File: src/rtl/ram_sp_arbiter.sv
// Two-requester round-robin arbiter in front of a single-port RAM with a
// one-cycle synchronous read. At most one access is granted per cycle; when
// both ports contend, a 1-bit priority pointer picks the winner and then
// flips to the loser. Read data is steered back to the port that issued the
// read, using a small state register that remembers who read last cycle.
module ram_sp_arbiter #(
  parameter int AWIDTH = 3,
  parameter int DWIDTH = 32
) (
  input  logic              clock,
  input  logic              reset,
  // requester 0
  input  logic              req0,
  input  logic              we0,
  input  logic [AWIDTH-1:0] addr0,
  input  logic [DWIDTH-1:0] din0,
  output logic              gnt0,
  output logic              rvalid0,
  output logic [DWIDTH-1:0] rdata0,
  // requester 1
  input  logic              req1,
  input  logic              we1,
  input  logic [AWIDTH-1:0] addr1,
  input  logic [DWIDTH-1:0] din1,
  output logic              gnt1,
  output logic              rvalid1,
  output logic [DWIDTH-1:0] rdata1,
  // RAM side
  output logic [AWIDTH-1:0] ram_addr,
  output logic [DWIDTH-1:0] ram_din,
  output logic              ram_we,
  input  logic [DWIDTH-1:0] ram_dout
);

  localparam logic [1:0] ST_IDLE = 2'd0;
  localparam logic [1:0] ST_RD0  = 2'd1;
  localparam logic [1:0] ST_RD1  = 2'd2;

  logic [1:0] state;
  logic [1:0] state_nxt;
  // prio names the port that wins when both request (0 or 1)
  logic       prio;

  // Grant: a lone request wins, contention goes to prio; nothing is granted in reset
  always_comb begin
    gnt0 = 1'b0;
    gnt1 = 1'b0;
    if (!reset) begin
      if (req0 && (!req1 || !prio)) begin
        gnt0 = 1'b1;
      end else if (req1) begin
        gnt1 = 1'b1;
      end
    end
  end

  // RAM port follows the granted requester, and is driven to zero when idle
  always_comb begin
    ram_addr = '0;
    ram_din  = '0;
    ram_we   = 1'b0;
    if (gnt0) begin
      ram_addr = addr0;
      ram_din  = din0;
      ram_we   = we0;
    end else if (gnt1) begin
      ram_addr = addr1;
      ram_din  = din1;
      ram_we   = we1;
    end
  end

  // Next state depends only on this cycle's accepted access, never on the current state
  always_comb begin
    state_nxt = ST_IDLE;
    if (gnt0 && !we0) begin
      state_nxt = ST_RD0;
    end else if (gnt1 && !we1) begin
      state_nxt = ST_RD1;
    end
  end

  // Read-owner state and priority pointer; the pointer moves to the loser after each grant
  always_ff @(posedge clock or posedge reset) begin
    if (reset) begin
      state <= ST_IDLE;
      prio  <= 1'b0;
    end else begin
      state <= state_nxt;
      if (gnt0) begin
        prio <= 1'b1;
      end else if (gnt1) begin
        prio <= 1'b0;
      end
    end
  end

  // Read return: RAM data lands the cycle after the read, routed to its owner and zeroed otherwise
  always_comb begin
    rvalid0 = (state == ST_RD0);
    rvalid1 = (state == ST_RD1);
    rdata0  = rvalid0 ? ram_dout : '0;
    rdata1  = rvalid1 ? ram_dout : '0;
  end

endmodule

File: config.mk
export PLATFORM = sky130hd
export DESIGN_NAME = ram_sp_arbiter
export DESIGN_NICKNAME = d
export VERILOG_FILES = /design/src/rtl/ram_sp_arbiter.sv
export SDC_FILE = /design/constraint.sdc
export NUM_CORES = 1
export LEC_CHECK = 0
export ABC_AREA = 0
export BUFFER_PORTS_ARGS = -buffer_cell sky130_fd_sc_hd__buf_2
export CORE_AREA = 4 4 80 82
export CTS_BUF_LIST = sky130_fd_sc_hd__clkbuf_4 sky130_fd_sc_hd__clkbuf_8 sky130_fd_sc_hd__clkbuf_16
export DETAILED_ROUTE_END_ITERATION = 16
export DIE_AREA = 0 0 84 86
export PLACE_DENSITY = 0.67
export SETUP_SLACK_MARGIN = 0.05
export SLEW_MARGIN = 20
export SYNTH_ARGS = -nofsm -noshare
export SYNTH_HDL_FRONTEND = slang
export SYNTH_SLANG_ARGS = --single-unit
export TNS_END_PERCENT = 1
File: constraint.sdc
create_clock -name clock -period 3.3 [get_ports clock]
set_clock_uncertainty 0.05 [all_clocks]
set_input_delay 0.66 -clock clock [delete_from_list [all_inputs] [get_ports clock]]
set_output_delay 0.66 -clock clock [all_outputs]
set_load 0.01 [all_outputs]
# After elaboration in Yosys (flattened, before gate mapping)
# Index checks and enable logic that the tools add are counted.
dict set report op_classes {
  eq_ne 2
  bitwise_logic 0
  n_reduce_logical 9
  n_lt_le_gt_ge 0
  div_mod_pow 0
  add_sub_neg 0
  mux 17
  shifts 0
  mul 0
}
# operator count
set ops {}
lappend ops {{2-to-1 mux 32 bit} 4}
lappend ops {{2-to-1 mux 1 bit} 9}
lappend ops {{2-to-1 mux 3 bit} 2}
lappend ops {{logical NOT 1 bit} 4}
lappend ops {{2-to-1 mux 2 bit} 2}
lappend ops {{logical AND 1 bit} 3}
lappend ops {{== test 2 x 1 -> 1 bit (second input constant)} 1}
lappend ops {{== test 2 bit (second input constant)} 1}
lappend ops {{nonzero test 2 bit} 1}
lappend ops {{logical OR 1 bit} 1}
dict set report totals {
  output_inout_bits 104
  elab_cells 30
  mem_bits_ro 0
  input_bits 108
  latchBits 0
  mem_bits_rw 0
  regBits 3
  mem_count 0
}

# Longest topological paths before layout
# Gate-level depths: netlist of run 1.
dict set report logic_depth {
  ltp_word 8
  ltp_mapped 5
  depth_no_buf 3
}

# Least setup slack after synthesis of run 1
# No wires, ideal clock.
dict set report synth_path {
  path_kind {input-to-output}
  start {in req0}
  end {out ram_din[10]}
  required_time_ns 2.590
  arrival_ns 1.357
  slack_ns 1.233
  path_stages 4
  path_buffers 1
  cell_sequence {a21boi_4 buf_2 a32oi_1 nor2_1}
}
dict set report synth_via {
  elab_chain_len 5
  word_cells_on_any_way 7
  cone_classes {mux (6); reduce/logical (1)}
}
# item line_no
set synth_lines {}
lappend synth_lines {{from (decl)} 13} ;# input logic req0,
lappend synth_lines {{logical AND 1 bit *} 49} ;# if (req0 && (!req1 || !prio)) begin
lappend synth_lines {{2-to-1 mux 1 bit} 49}
lappend synth_lines {{2-to-1 mux 1 bit} 48} ;# if (!reset) begin
lappend synth_lines {{2-to-1 mux 32 bit} 66} ;# end else if (gnt1) begin
lappend synth_lines {{2-to-1 mux 32 bit *} 62} ;# if (gnt0) begin
lappend synth_lines {{to (decl)} 30} ;# output logic [DWIDTH-1:0] ram_din,
# Every way passes the cells marked *; elsewhere a longest branch is shown, timed or not.

# Final worst setup path of run 1
dict set report layout_path {
  start {in req0}
  end {out ram_din[29]}
}
# Same word-level chain as after synthesis.

==> flow_summary.json, run 1 <==
{
  "setup_slack_ns": 0.912,
  "die_y_um": 86,
  "worstPathRequired_ns": 2.59,
  "die_w_um": 84,
  "status": "finished clean",
  "clk_pin_slew_ns": 0.03,
  "antenna_found_initial": 0,
  "cts_buffer_depth": 2,
  "regToRegEndpoint": "state[1]$_DFF_PP0_",
  "routed_wl_mm": 6.27,
  "numCtsBuffers": 3,
  "drtIter0Drc": 37,
  "cp.arrival_ns": 1.68,
  "clock_sinks": 3,
  "cts_setup_buffers": 0,
  "netlist_area_um2": 1240,
  "viasPerCell": 4.53,
  "slew_violations": 0,
  "wl_met1_mm": 2.33,
  "start_util_pct": 21.6,
  "yosys.area.top_type": "and2_1",
  "regToRegSetupSlack_ns": 2.33,
  "grt_pass1_wl_mm": 9.16,
  "ant_nets": 0,
  "grt_usage_pct": 15.2,
  "slew_headroom_pct": 55.8,
  "routed-wl-met3_um": 522,
  "ir_worst_vdd_v": 0.000155,
  "fillers": 626,
  "yosys_warnings": 0,
  "dpl.hpwl_mm": 5.03,
  "route.detailed.drc": 0,
  "crit_slowest_cell": "buf_4",
  "netlist_instances": 174,
  "hold_buffers": 0,
  "wl_met2_mm": 3.25,
  "cts_resized": 0,
  "worst-path-max-fanout": 36,
  "io_pins": 212,
  "wl_per_cell_um": 14.0,
  "timing.hold.ws_ns": 0.569,
  "slowest_delay_ns": 0.37,
  "rsz0062_at_grt": "false",
  "cts_tree": "built",
  "cp_num_buf_inv": 3,
  "yosysUniqueCellTypes": 18,
  "top_layer": "met4",
  "die-area_um2": 7220,
  "synth_seq_area_share_pct": 6.06,
  "overflow": 0,
  "grt_pass1_vias": 1813,
  "place_ws_ns": 0.920,
  "drive_above_1_share_pct": 59.5,
  "synthesis.nets": 282,
  "insertion_delay_ns": 0.21,
  "r2r_start": "prio$_DFFE_PP0P_",
  "grt_max_degree": 40,
  "endpoint_kind": "primary output",
  "crit_top_cell": "buf_2",
  "gp_congestion": 0.880,
  "path_class": "primary input to primary output",
  "power_density_nw_per_um2": 197,
  "final_nets": 482,
  "cts-root-buf": "clkbuf_8",
  "fin_crit_sh_pct": 72.4,
  "fin_setup_tns_ns": 0,
  "worst_slew_pin_slew_ns": 0.663,
  "first_pass_iters": 4,
  "setup_viol": 0,
  "fin_crit_ns": 2.39,
  "via_count": 2029,
  "antenna_cells": 0,
  "yosys_register_bits": 3,
  "cp-startpoint": "req0",
  "ys_top_cells_by_area": "and2_1 32%, a32oi_1 25%, nor2_1 11%, clkbuf_8 10%, dfrtp_1 6.1%",
  "htreeDepth": 1,
  "r2r_cells": 2,
  "crit_path_cell_trace": "buf_2, a21boi_4, buf_4, a32oi_1, nor2_1, buf_2",
  "num_rows": 28,
  "netlist.area_leader.share_pct": 32.3,
  "startpoint_type": "primary input",
  "portBuffers": 211,
  "syn_to_final_growth_pct": 81.9,
  "hold_class": "primary input to async pin",
  "maxCapViolCount": 0,
  "avgSynthCellArea_um2": 7.12,
  "crit_family": "buffers and inverters",
  "power.leakage_nw": 1.41,
  "max_freq_mhz": 419,
  "coreArea_um2": 5750,
  "hold_violations": 0
}
[cell type report]
cell class              count  area (um2)  area share [%]
repair buffers            216        1090            48.5
flip-flops and latches      3        75.1            3.33
well taps                  75        93.8            4.16
multi-input cells         149         938            41.6
inverters                   1        3.75           0.167
clock buffers               4        48.8            2.17
[flip-flops by register name (all words and copies together), names as in the netlist]
signal	count
state	2
prio	1
[per-stage QoR]
stage | util, % | instances | power (mW) | cell area (um2)
finish | 39.2 | 448 | 0.443 | 2250
global route | 39.2 | 448 | 0.480 | 2250
CTS | 39.2 | 448 | 0.450 | 2250
detailed placement | 38.4 | 444 | 0.330 | 2200
global placement | 38.4 | 444 | 0.323 | 2200
floorplan | - | 174 | 0.218 | 1240
[power breakdown]
part	leakage (nW)	internal, mW	total, mW	switching [mW]
registers	0.0393	0.0405	0.0455	0.00504
clock network	0.0262	0.0906	0.115	0.0248
logic	1.35	0.131	0.282	0.151
[worst max-delay path by stage]
stage | endpoint | slack (ns) | cells past startpoint
after detailed placement | ram_din[0] | 0.92 | 6
after CTS | ram_din[0] | 0.92 | 6
final | ram_din[29] | 0.91 | 6
after floorplan | ram_din[10] | 1.23 | 4
after global routing | ram_din[19] | 0.77 | 6
after global placement | ram_din[23] | 0.95 | 6
[routing by layer]
layer  vias up  GRT usage [%]
li1       1012              -
met1       899           16.6
met2       108           29.1
met3        10           2.40
met4         0           5.99
met5         -              0
[Yosys cell counts]
library cell,n
clkbuf_8,9
a32oi_1,36
buf_6,2
clkbuf_1,4
buf_8,3
and2b_2,1
a21boi_4,1
nor3_1,1
and2_1,64
o21ai_0,1
nor2_1,37
a21oi_1,1
nand2b_1,3
nor2b_1,3
dfrtp_1,3
buf_2,3
inv_1,1
nand2_1,1
[kinds of logic (layout without fill, tap and decap cells)]
kind of cell | count (synthesis) | in the layout | share of synthesized area, %
AOI/OAI and AO/OA | 39 | 39 | 27.8
buffers and inverters | 22 | 221 | 18.2
DFF | 3 | 3 | 6.06
and+or+nand+nor | 110 | 110 | 48.0
[cells in the final DEF, fill, tap and decap left out]
| cell type | Yosys | layout |
|---|---|---|
| buf_4 | 0 | 5 |
| dfrtp_1 | 3 | 3 |
| nor2b_1 | 3 | 3 |
| nor2_1 | 37 | 37 |
| a32oi_1 | 36 | 36 |
| nor3_1 | 1 | 1 |
| and2b_2 | 1 | 1 |
| inv_1 | 1 | 1 |
| buf_2 | 3 | 211 |
| a21oi_1 | 1 | 1 |
| and2_1 | 64 | 64 |
| nand2_1 | 1 | 1 |
| o21ai_0 | 1 | 1 |
| nand2b_1 | 3 | 3 |
| a21boi_4 | 1 | 1 |
| clkbuf_4 | 0 | 1 |
| clkbuf_8 | 9 | 3 |
[worst register-to-register path: cells and delay by family (launching register included)]
family / cells / cell delay (ns)
DFF: 1 / 0.45
and+or+nand+nor: 2 / 0.39
No activity file was read; power rests on OpenSTA's default activity.
==> inputs of run 2 (changes only) <==
Settings changed: ABC_AREA 0 to 1, PLACE_DENSITY 0.67 to 0.66.
Clock period 3.3 ns to 2.5 ns, I/O delays scaled along.
==> flow_summary.json, run 2 <==
{
  "yosys_warnings": 0,
  "slew_headroom_pct": 67.0,
  "cts_buffer_depth": 2,
  "worst-path-max-fanout": 23,
  "grt_usage_pct": 16.7,
  "hold_violations": 0,
  "netlist.area_leader.share_pct": 20.2,
  "synthesis.nets": 357,
  "antenna_found_initial": 0,
  "ant_nets": 0,
  "maxCapViolCount": 0,
  "yosys_register_bits": 3,
  "setup_slack_ns": 0.492,
  "setup_viol": 0,
  "htreeDepth": 1,
  "die_y_um": 86,
  "max_freq_mhz": 498,
  "synthFlopType": "dfrtp_1",
  "crit_top_cell": "buf_2",
  "largestRegisters": "state x2, prio x1",
  "fin_setup_tns_ns": 0,
  "ir_worst_vdd_v": 0.000130,
  "yosys.area.top_type": "nor2_1",
  "async_flop_share_pct": 100,
  "endpoint_kind": "primary output",
  "drive_above_1_share_pct": 51.0,
  "status": "finished clean",
  "slew_violations": 0,
  "r2r_cells": 4,
  "yosysUniqueCellTypes": 14,
  "cp.arrival_ns": 1.46,
  "rsz0062_at_grt": "false",
  "startpoint_type": "primary input",
  "slowest_delay_ns": 0.27,
  "gp_congestion": 0.881,
  "die_w_um": 84,
  "viasPerCell": 4.52,
  "largest_reg_flops": 2,
  "grt_pass1_vias": 2180,
  "io_pins": 212,
  "synth_seq_area_share_pct": 6.11,
  "power_density_nw_per_um2": 241,
  "clk_pin_slew_ns": 0.03,
  "route.detailed.drc": 0,
  "drtIter0Drc": 76,
  "cts-root-buf": "clkbuf_8",
  "cts_resized": 0,
  "hold_buffers": 0,
  "fin_crit_sh_pct": 80.3,
  "worst_slew_pin_slew_ns": 0.494,
  "synthTopCellsByCount": "66 x nor2_1, 40 x nand2_1, 37 x nand3_1, 36 x inv_1, 36 x nand4_1",
  "place_ws_ns": 0.488,
  "crit_path_cell_trace": "buf_2, inv_2, buf_12, nand4_1, nand2_1, buf_2",
  "grt_max_degree": 38,
  "routed_wl_mm": 6.53,
  "num_rows": 28,
  "place_inst": 518,
  "cts_setup_buffers": 0,
  "portBuffers": 211,
  "antenna_cells": 0,
  "fillers": 623,
  "clock_sinks": 3,
  "worstPathRequired_ns": 1.95,
  "crit_slowest_cell": "inv_2",
  "yosysMostFrequentCell": "nor2_1",
  "start_util_pct": 21.4,
  "syn_to_final_growth_pct": 90.0,
  "power.leakage_nw": 1.75,
  "cts_tree": "built",
  "first_pass_iters": 4,
  "instances_no_fill": 522,
  "fin_crit_ns": 2.01,
  "dpl.hpwl_mm": 5.50,
  "avgSynthCellArea_um2": 4.93,
  "die-area_um2": 7220,
  "insertion_delay_ns": 0.22,
  "netlist_instances": 249,
  "overflow": 0,
  "regMostFlops": "state",
  "ys_top_cells_by_area": "nor2_1 20%, nand4_1 18%, nand3_1 15%, nand2_1 12%, inv_1 11%",
  "grt_pass1_wl_mm": 10.0,
  "final_nets": 556,
  "coreArea_um2": 5750,
  "netlist_area_um2": 1230,
  "numCtsBuffers": 3,
  "hold_class": "primary input to async pin",
  "final_common_cell": "buf_2",
  "path_class": "primary input to primary output",
  "wl_per_cell_um": 12.5,
  "final_cell_mix": "211 x buf_2, 66 x nor2_1, 40 x nand2_1",
  "via_count": 2361,
  "synth_edf_count": 0
}
## run 2: cell count changes in the layout (fill, tap and decap cells not counted), sizes merged
cell,previous run,this run
a21boi,1,0
a21oi,1,0
a32oi,36,0
and2,64,0
and2b,1,0
buf,216,218
inv,1,39
nand2,1,41
nand2b,3,0
nand3,0,37
nand4,0,36
nor2,37,68
nor2b,3,0
nor3,1,0
## run 2: final timing paths
kind | to | startpoint | slack [ns]
min in group clock | state[1]$_DFF_PP0_ | we1 | 0.40
worst max-delay path | ram_din[11] | reset | 0.49
max in group asynchronous | state[0]$_DFF_PP0_ | reset | 1.91
worst min register to register | prio$_DFFE_PP0P_ | prio$_DFFE_PP0P_ | 0.45
worst min-delay path | state[1]$_DFF_PP0_ | reset | 0.24
worst max register to register | state[0]$_DFF_PP0_ | prio$_DFFE_PP0P_ | 1.30
## run 2: kinds of logic (layout without fill, tap and decap cells)
logic type             Yosys count  count (layout)  synth area share (%)
AND/OR/NAND/NOR                182             182                  67.7
buffers and inverters           63             261                  25.8
flip-flops                       3               3                  6.11
AO/OA/AOI/OAI                    1               1                 0.407
## run 2: layer usage
metal	wire [um]	vias up	global-route usage (%)
met2	3200	154	31.5
li1	-	1191	-
met5	0	-	0
met3	643	14	4.42
met1	2540	1002	18.5
met4	147	0	4.68
## run 2: final cells by class
type / count / area [um2] / area share [%]
Clock buffer: 4 / 48.8 / 2.09
Timing Repair Buffer: 218 / 1130 / 48.6
Multi-Input combinational cell: 183 / 837 / 35.9
Tap cell: 75 / 93.8 / 4.02
Inverter: 39 / 146 / 6.27
Sequential cell: 3 / 75.1 / 3.22
## run 2: worst max-delay path: cells and delay by family
| family | cells | cell delay, ns |
|---|---|---|
| buffers and inverters | 4 | 0.73 |
| and+or+nand+nor | 2 | 0.21 |
## run 2: through the flow
| step | hold slack [ns] | utilization, % | total power, mW | area [um2] |
|---|---|---|---|---|
| final | 0.239 | 40.6 | 0.562 | 2330 |
| after CTS | 0.233 | 40.6 | 0.572 | 2330 |
| after global routing | 0.249 | 40.6 | 0.614 | 2330 |
| after detailed placement | 0.438 | 39.8 | 0.411 | 2290 |
| after global placement | 0.450 | 39.8 | 0.408 | 2290 |
| after floorplan | 0.335 | - | 0.246 | 1230 |
## run 2: where the power goes
part           leakage (nW)  internal, mW  switching (mW)
Combinational          1.68         0.153           0.201
Sequential           0.0390        0.0525         0.00153
Clock                0.0262         0.120          0.0347
==> inputs of run 3 (changes only) <==
Settings changed: ABC_AREA 1 to 0, PLACE_DENSITY 0.66 to 0.69.
Clock period 2.5 ns to 1.82 ns, I/O delays scaled along.
==> flow_summary.json, run 3 (synthesized netlist as in run 1, its figures left out) <==
{
  "die-area_um2": 7220,
  "worstHoldEndpoint": "state[0]$_DFF_PP0_",
  "clock_sinks": 3,
  "first_pass_iters": 4,
  "portBuffers": 211,
  "drtIter0Drc": 67,
  "power_mw": 0.835,
  "fin_crit_ns": 1.84,
  "final_common_cell": "buf_2",
  "regMostFlops": "state",
  "routed_wl_mm": 6.06,
  "regToRegSetupSlack_ns": 0.90,
  "antenna_cells": 0,
  "overflow": 0,
  "status": "finished with violations",
  "coreArea_um2": 5750,
  "power.leakage_nw": 1.44,
  "via_count": 2020,
  "r2r_cells": 2,
  "gp_congestion": 0.812,
  "htreeDepth": 1,
  "fillers": 606,
  "cts_tree": "built",
  "cts_setup_buffers": 0,
  "maxCapViolCount": 0,
  "grt_max_degree": 39,
  "cp.arrival_ns": 1.43,
  "grt_usage_pct": 15.0,
  "max_freq_mhz": 543,
  "crit_slowest_cell": "dfrtp_2",
  "power_density_nw_per_um2": 356,
  "startpoint_type": "flip-flop",
  "r2r_start": "prio$_DFFE_PP0P_",
  "route.detailed.drc": 0,
  "fin_setup_tns_ns": -0.0289,
  "largest_reg_flops": 2,
  "regToRegEndpoint": "state[1]$_DFF_PP0_",
  "slew_violations": 0,
  "insertion_delay_ns": 0.22,
  "start_util_pct": 21.6,
  "slowest_delay_ns": 0.44,
  "clk_pin_slew_ns": 0.03,
  "setup_slack_ns": -0.0217,
  "dpl.hpwl_mm": 4.92,
  "rsz0062_at_grt": "true",
  "ant_nets": 0,
  "num_rows": 28,
  "min-delay-start": "we0",
  "viasPerCell": 4.49,
  "crit_path_cell_trace": "nand2b_4, buf_12, a32oi_2, nor2_1, buf_2",
  "grt_pass1_vias": 1910,
  "numCtsBuffers": 3,
  "path_class": "flip-flop to primary output",
  "endpoint_kind": "primary output",
  "grt_pass1_wl_mm": 9.22,
  "worst_slew_pin_slew_ns": 0.358,
  "final_cell_mix": "211 x buf_2, 64 x and2_1, 37 x nor2_1",
  "worst-path-max-fanout": 36,
  "cts-root-buf": "clkbuf_8",
  "violations": "negative setup slack",
  "hold_class": "primary input to flip-flop",
  "io_pins": 212,
  "ir_worst_vdd_v": 0.000568,
  "setup_viol": 2,
  "syn_to_final_growth_pct": 89.1,
  "wl_per_cell_um": 13.5,
  "cts_buffer_depth": 2,
  "largestRegisters": "state x2, prio x1",
  "final_nets": 484,
  "whs_path_depth": 2,
  "antenna_found_initial": 0,
  "drive_above_1_share_pct": 61.1,
  "worstPathRequired_ns": 1.41,
  "hold_violations": 0,
  "fin_crit_sh_pct": 101,
  "slew_headroom_pct": 76.1,
  "die_y_um": 86,
  "die_w_um": 84
}
## run 3: cell count changes in the layout (fill, tap and decap cells not counted), moves of 3 or more
| cell | delta |
|---|---|
| and2_1 | +64 |
| nand2_1 | -39 |
| nand3_1 | -37 |
| nand4_1 | -36 |
| inv_1 | -35 |
| a32oi_1 | +32 |
| nor2_1 | -29 |
| a32oi_2 | +4 |
| buf_4 | -3 |
| inv_2 | -3 |
| nor2b_1 | +3 |
## run 3: through the flow
stage                     cell area [um2]  util, %  hold slack [ns]  setup WS (ns)  instances
final                                2340     40.8            0.281        -0.0217        450
after floorplan                      1240        -            0.346          0.300        174
after global routing                 2340     40.8            0.282        -0.0734        450
after CTS                            2300     40.1            0.266        -0.0176        450
after global placement               2240     38.9            0.206          0.157        445
after detailed placement             2240     38.9            0.208          0.124        445
## run 3: power breakdown
group | leakage, nW | switching (mW) | internal, mW
Sequential | 0.0382 | 0.00897 | 0.0744
Combinational | 1.38 | 0.280 | 0.264
Clock | 0.0262 | 0.0434 | 0.164
Total | 1.44 | 0.332 | 0.503
## run 3: per-layer routing
metal | global-route usage, % | wire length, um | share of wire, %
met3 | 2.98 | 419 | 6.9
met5 | 0 | 0 | 0
met1 | 17.6 | 2400 | 40
met2 | 28.0 | 3160 | 52
met4 | 3.80 | 85 | 1.4
## run 3: critical path: cells and delay by family, from the launching register on
family,cells,cell delay [ns]
AND/OR/NAND/NOR,2,0.22
flip-flops,1,0.44
AO/OA/AOI/OAI,1,0.22
buffers and inverters,2,0.32
## run 3: final cells by class
cell class	instances	area [um2]	share of cell area [%]
repair buffers	218	1140	48.8
multi-input cells	149	976	41.7
well taps	75	93.8	4.01
flip-flops and latches	3	76.3	3.26
clock buffers	4	48.8	2.08
inverters	1	3.75	0.160
## run 3: timing repair
action                                 4_1_cts  5_1_grt
pin swaps                                   10        6
setup endpoints to repair                   36       38
endpoints found under the hold margin        3        0
gates resized for setup                      2        6
hold buffers                                 1        0
## run 3: how the worst max path moves through the flow
stage	endpoint	start	cells after the start	slack, ns
3_5_place_dp	ram_din[25]	req1	5	0.12
3_3_place_gp	ram_din[25]	req1	5	0.16
5_1_grt	ram_din[15]	prio$_DFFE_PP0P_	5	-0.07
4_1_cts	ram_din[25]	prio$_DFFE_PP0P_	5	-0.02
6_report	ram_din[25]	prio$_DFFE_PP0P_	5	-0.02
2_1_floorplan	ram_din[10]	prio$_DFFE_PP0P_	4	0.30
